$ cat config.mk
export PLATFORM = sky130hd
export DESIGN_NAME = beat_meter
export DESIGN_NICKNAME = d
export VERILOG_FILES = /design/src/rtl/beat_meter_pkg.sv /design/src/rtl/beat_meter_sat_counter.sv /design/src/rtl/beat_meter.sv
export SDC_FILE = /design/constraint.sdc
export NUM_CORES = 1
export LEC_CHECK = 0
export CAP_MARGIN = 30
export CORE_MARGIN = 8
export CORE_UTILIZATION = 50
export CTS_CLUSTER_SIZE = 28
export DETAILED_ROUTE_END_ITERATION = 12
export PLACE_DENSITY = 0.83
export REMOVE_ABC_BUFFERS = 1
export SETUP_SLACK_MARGIN = 0.02
export SLEW_MARGIN = 25
export SYNTH_ARGS = -nofsm -noshare
export SYNTH_HDL_FRONTEND = slang
export SYNTH_SLANG_ARGS = --single-unit
export TNS_END_PERCENT = 10
$ cat constraint.sdc
create_clock -name clk -period 6.5 [get_ports clk]
set_clock_uncertainty 0.1 [all_clocks]
set_input_delay 1.3 -clock clk [delete_from_list [all_inputs] [get_ports clk]]
set_output_delay 1.3 -clock clk [all_outputs]
set_load 0.005 [all_outputs]
$ cat src/rtl/beat_meter_pkg.sv
// Shared definitions for the beat meter: FSM state encoding, default debounce
// and timeout limits, and the depth of the optional averaging window.
package beat_meter_pkg;

  typedef enum logic [1:0] {
    IDLE   = 2'd0,
    ARMED  = 2'd1,
    LOCKED = 2'd2
  } state_e;

  localparam int unsigned DEFAULT_MIN_PERIOD = 16;
  localparam int unsigned DEFAULT_MAX_PERIOD = 65535;

  // Averaging window: 4 intervals, mean by right shift of 2.
  localparam int unsigned AVG_DEPTH = 4;
  localparam int unsigned AVG_SHIFT = 2;

endpackage : beat_meter_pkg

$ cat src/rtl/beat_meter_sat_counter.sv
// sat_counter: interval counter with enable, synchronous load and saturation.
// Ports:
//   clk_i       - clock
//   rst_ni      - asynchronous active-low reset, clears the count
//   en_i        - increment by one when high (unless saturated)
//   load_i      - synchronous load, has priority over en_i
//   load_val_i  - value loaded when load_i is high
//   cnt_o       - current count
module sat_counter #(
  parameter int unsigned WIDTH = 16,
  parameter int unsigned LIMIT = 65535
) (
  input  logic             clk_i,
  input  logic             rst_ni,
  input  logic             en_i,
  input  logic             load_i,
  input  logic [WIDTH-1:0] load_val_i,
  output logic [WIDTH-1:0] cnt_o
);

  logic [WIDTH-1:0] cnt_q;
  logic [WIDTH-1:0] cnt_d;

  // Load wins over increment; increment stops at LIMIT.
  always_comb begin
    cnt_d = cnt_q;
    if (load_i) begin
      cnt_d = load_val_i;
    end else if (en_i && (cnt_q < WIDTH'(LIMIT))) begin
      cnt_d = cnt_q + WIDTH'(1);
    end
  end

  always_ff @(posedge clk_i or negedge rst_ni) begin
    if (!rst_ni) begin
      cnt_q <= '0;
    end else begin
      cnt_q <= cnt_d;
    end
  end

  assign cnt_o = cnt_q;

endmodule : sat_counter

$ cat src/rtl/beat_meter.sv
// beat_meter: measures the interval between beat pulses in count_en strobes.
// Beats closer than MIN_PERIOD strobes to the previous accepted beat are
// ignored; an interval reaching MAX_PERIOD abandons the measurement.
// Optional feature macro: BEAT_METER_AVG_EN -- report the mean of the last
// 4 accepted intervals instead of the latest raw interval.
// Ports:
//   clk          - clock, all state on rising edge
//   reset        - asynchronous active-low reset
//   count_en     - time-base strobe
//   beat_in      - one-cycle beat pulse
//   period       - latest (or averaged) interval, registered
//   period_valid - period holds a current measurement
//   new_period   - one-cycle pulse when period updates
//   timeout      - one-cycle pulse when a measurement is abandoned
module beat_meter
  import beat_meter_pkg::*;
#(
  parameter int unsigned SIGNAL_WIDTH = 16,
  parameter int unsigned MIN_PERIOD   = DEFAULT_MIN_PERIOD,
  parameter int unsigned MAX_PERIOD   = DEFAULT_MAX_PERIOD
) (
  input  logic                    clk,
  input  logic                    reset,
  input  logic                    count_en,
  input  logic                    beat_in,
  output logic [SIGNAL_WIDTH-1:0] period,
  output logic                    period_valid,
  output logic                    new_period,
  output logic                    timeout
);

  localparam int unsigned SW = SIGNAL_WIDTH;

  state_e          state_q, state_d;
  logic [SW-1:0]   cnt;
  logic            cnt_inc;
  logic            cnt_load;
  logic [SW-1:0]   cnt_load_val;

  logic [SW-1:0]   period_q, period_d;
  logic            valid_q, valid_d;
  logic            new_q, new_d;
  logic            tmo_q, tmo_d;

  logic            active_c;
  logic            hit_max_c;
  logic            accept_c;

`ifdef BEAT_METER_AVG_EN
  localparam int unsigned ACC_W  = SW + 2;
  localparam int unsigned NACC_W = 3;

  logic [SW-1:0]     hist_q [AVG_DEPTH];
  logic [SW-1:0]     hist_d [AVG_DEPTH];
  logic [ACC_W-1:0]  sum_q, sum_d;
  logic [NACC_W-1:0] nacc_q, nacc_d;
`endif

  // Interval counter
  sat_counter #(
    .WIDTH (SW),
    .LIMIT (MAX_PERIOD)
  ) u_cnt (
    .clk_i      (clk),
    .rst_ni     (reset),
    .en_i       (cnt_inc),
    .load_i     (cnt_load),
    .load_val_i (cnt_load_val),
    .cnt_o      (cnt)
  );

  // Timeout takes precedence over a coincident beat.
  assign active_c  = (state_q != IDLE);
  assign hit_max_c = active_c && (cnt == SW'(MAX_PERIOD));
  assign accept_c  = active_c && beat_in && !hit_max_c &&
                     (cnt >= SW'(MIN_PERIOD)) && (cnt < SW'(MAX_PERIOD));

  // State register
  always_ff @(posedge clk or negedge reset) begin
    if (!reset) begin
      state_q <= IDLE;
    end else begin
      state_q <= state_d;
    end
  end

  // Next-state logic
  always_comb begin
    state_d = state_q;
    case (state_q)
      IDLE: begin
        if (beat_in) state_d = ARMED;
      end
      ARMED, LOCKED: begin
        if (hit_max_c)     state_d = IDLE;
        else if (accept_c) state_d = LOCKED;
      end
      default: state_d = IDLE;
    endcase
  end

  // Output / datapath control logic
  always_comb begin
    cnt_inc      = 1'b0;
    cnt_load     = 1'b0;
    cnt_load_val = '0;
    period_d     = period_q;
    valid_d      = valid_q;
    new_d        = 1'b0;
    tmo_d        = 1'b0;
`ifdef BEAT_METER_AVG_EN
    hist_d       = hist_q;
    sum_d        = sum_q;
    nacc_d       = nacc_q;
`endif
    case (state_q)
      ARMED, LOCKED: begin
        if (hit_max_c) begin
          cnt_load = 1'b1;
          valid_d  = 1'b0;
          tmo_d    = 1'b1;
`ifdef BEAT_METER_AVG_EN
          for (int unsigned i = 0; i < AVG_DEPTH; i++) hist_d[i] = '0;
          sum_d  = '0;
          nacc_d = '0;
`endif
        end else if (accept_c) begin
          // A strobe coincident with the beat starts the next interval.
          cnt_load     = 1'b1;
          cnt_load_val = SW'(count_en);
`ifdef BEAT_METER_AVG_EN
          sum_d     = sum_q - ACC_W'(hist_q[AVG_DEPTH-1]) + ACC_W'(cnt);
          hist_d[0] = cnt;
          for (int unsigned i = 1; i < AVG_DEPTH; i++) hist_d[i] = hist_q[i-1];
          nacc_d = (nacc_q == NACC_W'(AVG_DEPTH)) ? nacc_q : nacc_q + NACC_W'(1);
          if (nacc_d == NACC_W'(AVG_DEPTH)) begin
            period_d = SW'(sum_d >> AVG_SHIFT);
            valid_d  = 1'b1;
            new_d    = 1'b1;
          end
`else
          period_d = cnt;
          valid_d  = 1'b1;
          new_d    = 1'b1;
`endif
        end else begin
          cnt_inc = count_en;
        end
      end
      default: begin
        // IDLE: counter held at zero until a beat arms it.
        cnt_load     = 1'b1;
        cnt_load_val = beat_in ? SW'(count_en) : '0;
      end
    endcase
  end

  // Output registers
  always_ff @(posedge clk or negedge reset) begin
    if (!reset) begin
      period_q <= '0;
      valid_q  <= 1'b0;
      new_q    <= 1'b0;
      tmo_q    <= 1'b0;
    end else begin
      period_q <= period_d;
      valid_q  <= valid_d;
      new_q    <= new_d;
      tmo_q    <= tmo_d;
    end
  end

`ifdef BEAT_METER_AVG_EN
  // Averaging history
  always_ff @(posedge clk or negedge reset) begin
    if (!reset) begin
      for (int unsigned i = 0; i < AVG_DEPTH; i++) hist_q[i] <= '0;
      sum_q  <= '0;
      nacc_q <= '0;
    end else begin
      hist_q <= hist_d;
      sum_q  <= sum_d;
      nacc_q <= nacc_d;
    end
  end
`endif

  assign period       = period_q;
  assign period_valid = valid_q;
  assign new_period   = new_q;
  assign timeout      = tmo_q;

endmodule : beat_meter

Word level (Yosys, flattened, before mapping)
Cells that the tools add are included.
{"block": "op_classes", "n_eq_ne": 5, "multipliers": 0, "div": 0, "shift": 0, "magnitude_cmp": 2, "bitwise": 1, "mux": 22, "reduce_logical": 15, "addsub": 1}
{"op": "two-way mux 16 bit", "n": 3}
{"op": "adder 16 x 1 -> 16 bit, second input constant", "n": 1}
{"op": "== test 16 bit, second input constant", "n": 1}
{"op": ">= comparator 16 x 5 -> 1 bit, second input constant", "n": 1}
{"op": "less-than comparator 16 bit, second input constant", "n": 1}
{"op": "two-way mux 1 bit", "n": 15}
{"op": "logical AND 1 bit", "n": 6}
{"op": "two-way mux 2 bit", "n": 3}
{"op": "nonzero test 2 bit", "n": 3}
{"op": "case mux 2 bit (2 select lines)", "n": 1}
{"op": "AND reduction 2 bit", "n": 2}
{"op": "inequality test 3 bit, second input constant", "n": 1}
{"op": "AND reduction 3 bit", "n": 1}
{"op": "== test 2 x 1 -> 1 bit, second input constant", "n": 1}
{"op": "== test 2 bit, second input constant", "n": 1}
{"op": "zero test 2 bit", "n": 1}
{"op": "inequality test 2 bit, second input constant", "n": 1}
{"op": "OR reduction 2 bit", "n": 1}
{"op": "zero test 1 bit", "n": 1}
{"op": "inverter 1 bit", "n": 1}
{"block": "totals", "mem_bits_ro": 0, "memories": 0, "out_inout_bits": 19, "latchBits": 0, "ram_bits": 0, "register_bits": 37, "inputBits": 4, "word_cells": 52}

Logic depth before layout (Yosys ltp)
{"block": "depth", "depth_word": 12, "depth_mapped": 8, "depth_no_buf": 6}

Modules after synthesis
Synthesis repeated with hierarchy kept, for this count alone.
{"block": "hier_totals", "cells_unflattened": 189, "area_unflattened_um2": 2054.5}
{"module": "sat_counter", "area_each_um2": 1037.2, "n_inst": 1, "seq_area_each_um2": 400.4, "cells_each": 114}
{"module": "beat_meter", "area_each_um2": 1017.2, "n_inst": 1, "seq_area_each_um2": 525.5, "cells_each": 75}

Worst setup path before layout
No wires, ideal clock.
{"block": "synth_timing", "path_type": "input to register", "startpoint": "input port count_en", "endpoint": "register u_cnt.cnt_q[15], in the netlist u_cnt.cnt_o[15]", "setup_time_ps": 80, "t_arrival_ps": 2510, "cell_stages": 5, "n_path_buf": 1, "path_slack_ps": 3810, "t_required_ps": 6320, "path_cell_list": "inv_1 -> or4_1 -> clkbuf_1 -> or4_1 -> a21oi_1"}
{"block": "synth_via", "elab_chain_cells": 5}
{"item": "from (decl)", "line_no": "beat_meter.sv:24", "text": "input logic count_en,"}
{"item": "two-way mux 1 bit", "line_no": "beat_meter.sv:127", "text": "end else if (accept_c) begin"}
{"item": "two-way mux 1 bit", "line_no": "beat_meter.sv:118", "text": "if (hit_max_c) begin"}
{"item": "two-way mux 1 bit", "line_no": "beat_meter.sv:116", "text": "case (state_q)"}
{"item": "logical AND 1 bit", "line_no": "beat_meter_sat_counter.sv:29", "text": "end else if (en_i && (cnt_q < WIDTH'(LIMIT))) begin"}
{"item": "nonzero test 2 bit (no source line)"}
{"item": "to (signal assigned)", "line_no": "beat_meter_sat_counter.sv:38", "text": "cnt_q <= cnt_d;"}
{"item": "to (decl)", "line_no": "beat_meter_sat_counter.sv:21", "text": "logic [WIDTH-1:0] cnt_q;"}
Every way passes these cells.
A chain may end at the register's enable or synchronous reset.

Final worst setup path
{"block": "layout_timing", "startpoint": "input port count_en", "endpoint": "register u_cnt.cnt_q[9], in the netlist u_cnt.cnt_o[9]"}
The elaborated chain is that of the path after synthesis.

==> reports/results.tsv <==
metric	value	unit
ys_top_cells_by_area	dfrtp_1 50%, mux2_1 9.7%, or4_1 5.6%	
clk_latency	0.29	ns
wirelength	4.03	mm
worstPathMaxFanout	21	
startpoint_type	input port	
vias	1505	
rows	22	
crit_path_frequent_cell	or4_1	
synth_top_area_share	49.8	%
path_buf_inv	2	
nets	201	
yosys.area.top_type	dfrtp_1	
h-tree-depth	2	
gp_congestion	0.850	
drtIter0Drc	91	
grt_max_degree	38	
grt.total_usage	14.6	%
max_freq	0.296	GHz
initial_core_util	51.2	%
max_slew_margin	45.9	%
clk_pin_slew	0.07	ns
p_per_area	248	nW/um2
power_leakage	0.955	nW
slowest_delay	0.73	ns
core_area	3630	um2
cpLargestDelayFamily	simple AND/OR/NAND/NOR gates	
ctsHoldBuffers	0	
numCtsBuffers	5	
power	0.550	mW
die_y	77	um
cp_data_required_time	6.62	ns
drive_gt1_share	7.25	%
route.detailed.drc	0	
criticalPathCategory	in -> reg	
syn_to_final_growth	19.2	%
reg2reg_from	u_cnt.cnt_o[0]$_DFFE_PN0P_	
period_needed	3.38	ns
synth_area	1860	um2
synthDistinctLibCells	31	
clock_path_buffers	2	
synthCells	170	
ys_seq_area_share	49.8	%
port_buffers	22	
setup_viol	0	
cts_setup_buffers	0	
period_share	52.0	%
synth_warnings	0	
tns	0	ns
cts_resized	0	
ant_nets	0	
cp.arrival	3.50	ns
hpwl	2.85	mm
worst_setup_path_end_kind	register	
hp-class	reg -> reg	
slew_viol_final	0	
grt_first_pass_wirelength	7.06	mm
dieArea	5930	um2
root_buffer	clkbuf_8	
avgSynthCellArea	10.9	um2
peakVddDrop	0.151	mV
grt_overflow	0	
die_x	77	um
cp-startpoint	count_en	
path_cells	clkdlybuf4s50_1 -> inv_1 -> or4_1 -> or4_1 -> a21oi_1	
hp-start	period[1]$_DFFE_PN0P_	
max_slew.worst_pin.slew	0.812	ns
grt_pass1_vias	1496	
rsz0062_at_grt	false	
cts_tree	built	
hold_viol	0	
drv_cap	0	
ys_seq_elements	37	
drtPass1Iterations	4	
antenna_found_initial	0	
vias_per_cell	6.24	
io_pins	23	
cts.sinks	37	
status	completed	
wl_per_cell	16.7	um
antenna-diode-count	0	
crit_slowest_cell	or4_1	
-- report_power, final --
group	switching [mW]	internal, mW	total (mW)
Combinational	0.0584	0.0332	0.0916
Sequential	0.0138	0.240	0.254
Clock	0.0794	0.125	0.204
Total	0.152	0.399	0.550
-- placed cells by master (no fill, tap or decap) --
master and n:
a31oi_1 1, o311ai_1 1, dfrtp_1 37, or3_1 4
nand2b_1 1, o31ai_4 1, clkdlybuf4s50_1 22, or4_1 14
inv_1 10, bufinv_16 1, clkbuf_8 6, buf_2 2
buf_4 1, or4_4 1, and3_1 1, o32ai_1 1
o41ai_1 1, nor3_1 2, and4_1 4, o31a_1 1
and2_1 1, clkbuf_1 1, ha_1 5, or2_2 1
o31ai_1 12, nand3_1 8, mux2_1 16, nand2_1 8
a21oi_1 17, nand4_1 5, o211ai_1 3, mux2_2 1
o21ai_0 2, nor2_1 1
-- final cells by class --
type / count / area, um2
inverters: 10 / 37.5
clock inverters: 1 / 30.0
repair buffers: 25 / 238
clock buffers: 7 / 86.3
fillers: 300 / 1420
flip-flops and latches: 37 / 926
multi-input cells: 113 / 841
well taps: 48 / 60.1
-- path summary, 6_finish.rpt --
kind                                                    to  slack, ns  cells past startpoint
worst max-delay path            u_cnt.cnt_o[9]$_DFFE_PN0P_       3.12                      5
worst max register to register      period[14]$_DFFE_PN0P_       3.50                      5
worst min register to register       period[1]$_DFFE_PN0P_       0.39                      1
min in group asynchronous       u_cnt.cnt_o[0]$_DFFE_PN0P_       1.33                      2
worst min-delay path                 period[1]$_DFFE_PN0P_       0.39                      1
max in group asynchronous            period[7]$_DFFE_PN0P_       4.65                      2
-- synth_stat cells --
master	instances
a21oi_1	17
and4_1	4
dfrtp_1	37
ha_1	5
o31ai_1	12
and2_1	1
nand3_1	8
or3_1	4
inv_1	10
o211ai_1	3
o32ai_1	1
nor2_1	1
nand2_1	8
o31ai_4	1
mux2_2	1
or4_4	1
buf_2	3
o311ai_1	1
a31oi_1	1
clkbuf_1	5
nand2b_1	1
o31a_1	1
o21ai_0	2
or2_2	1
o41ai_1	1
mux2_1	16
nand4_1	5
buf_6	2
or4_1	14
nor3_1	2
and3_1	1
-- layer usage --
layer  global-route usage, %  up-vias  routed length (um)
met5                       0        -                   0
met4                    6.79        0                  75
met3                    5.94       11                 237
met2                    23.9       41                2040
met1                    16.3      763                1670
li1                        -      690                   -
-- metrics by stage --
step	instance area [um2]	hold slack [ns]	setup WS [ns]	util (%)	std cells
final	2220	0.394	3.12	61.1	241
after global routing	2220	0.419	3.04	61.1	241
after CTS	2220	0.399	3.16	61.1	241
after detailed placement	2100	0.382	2.86	57.9	233
after global placement	2090	0.374	2.98	57.6	231
after floorplan	1800	0.389	3.67	-	160
-- cells by family after synthesis --
group	share of synthesized area (%)
fa+ha+maj	3.36
buf+inv	5.04
simple gates	17.0
flops	49.8
compound gates	14.5
mux	10.3
-- sequential cells by signal (all words and copies together), names as in the netlist --
signal / cells
period: 16
u_cnt.cnt_o: 16
state_q: 2
new_period: 1
period_valid: 1
timeout: 1
Note: power is estimated with default switching activity, not from simulation.
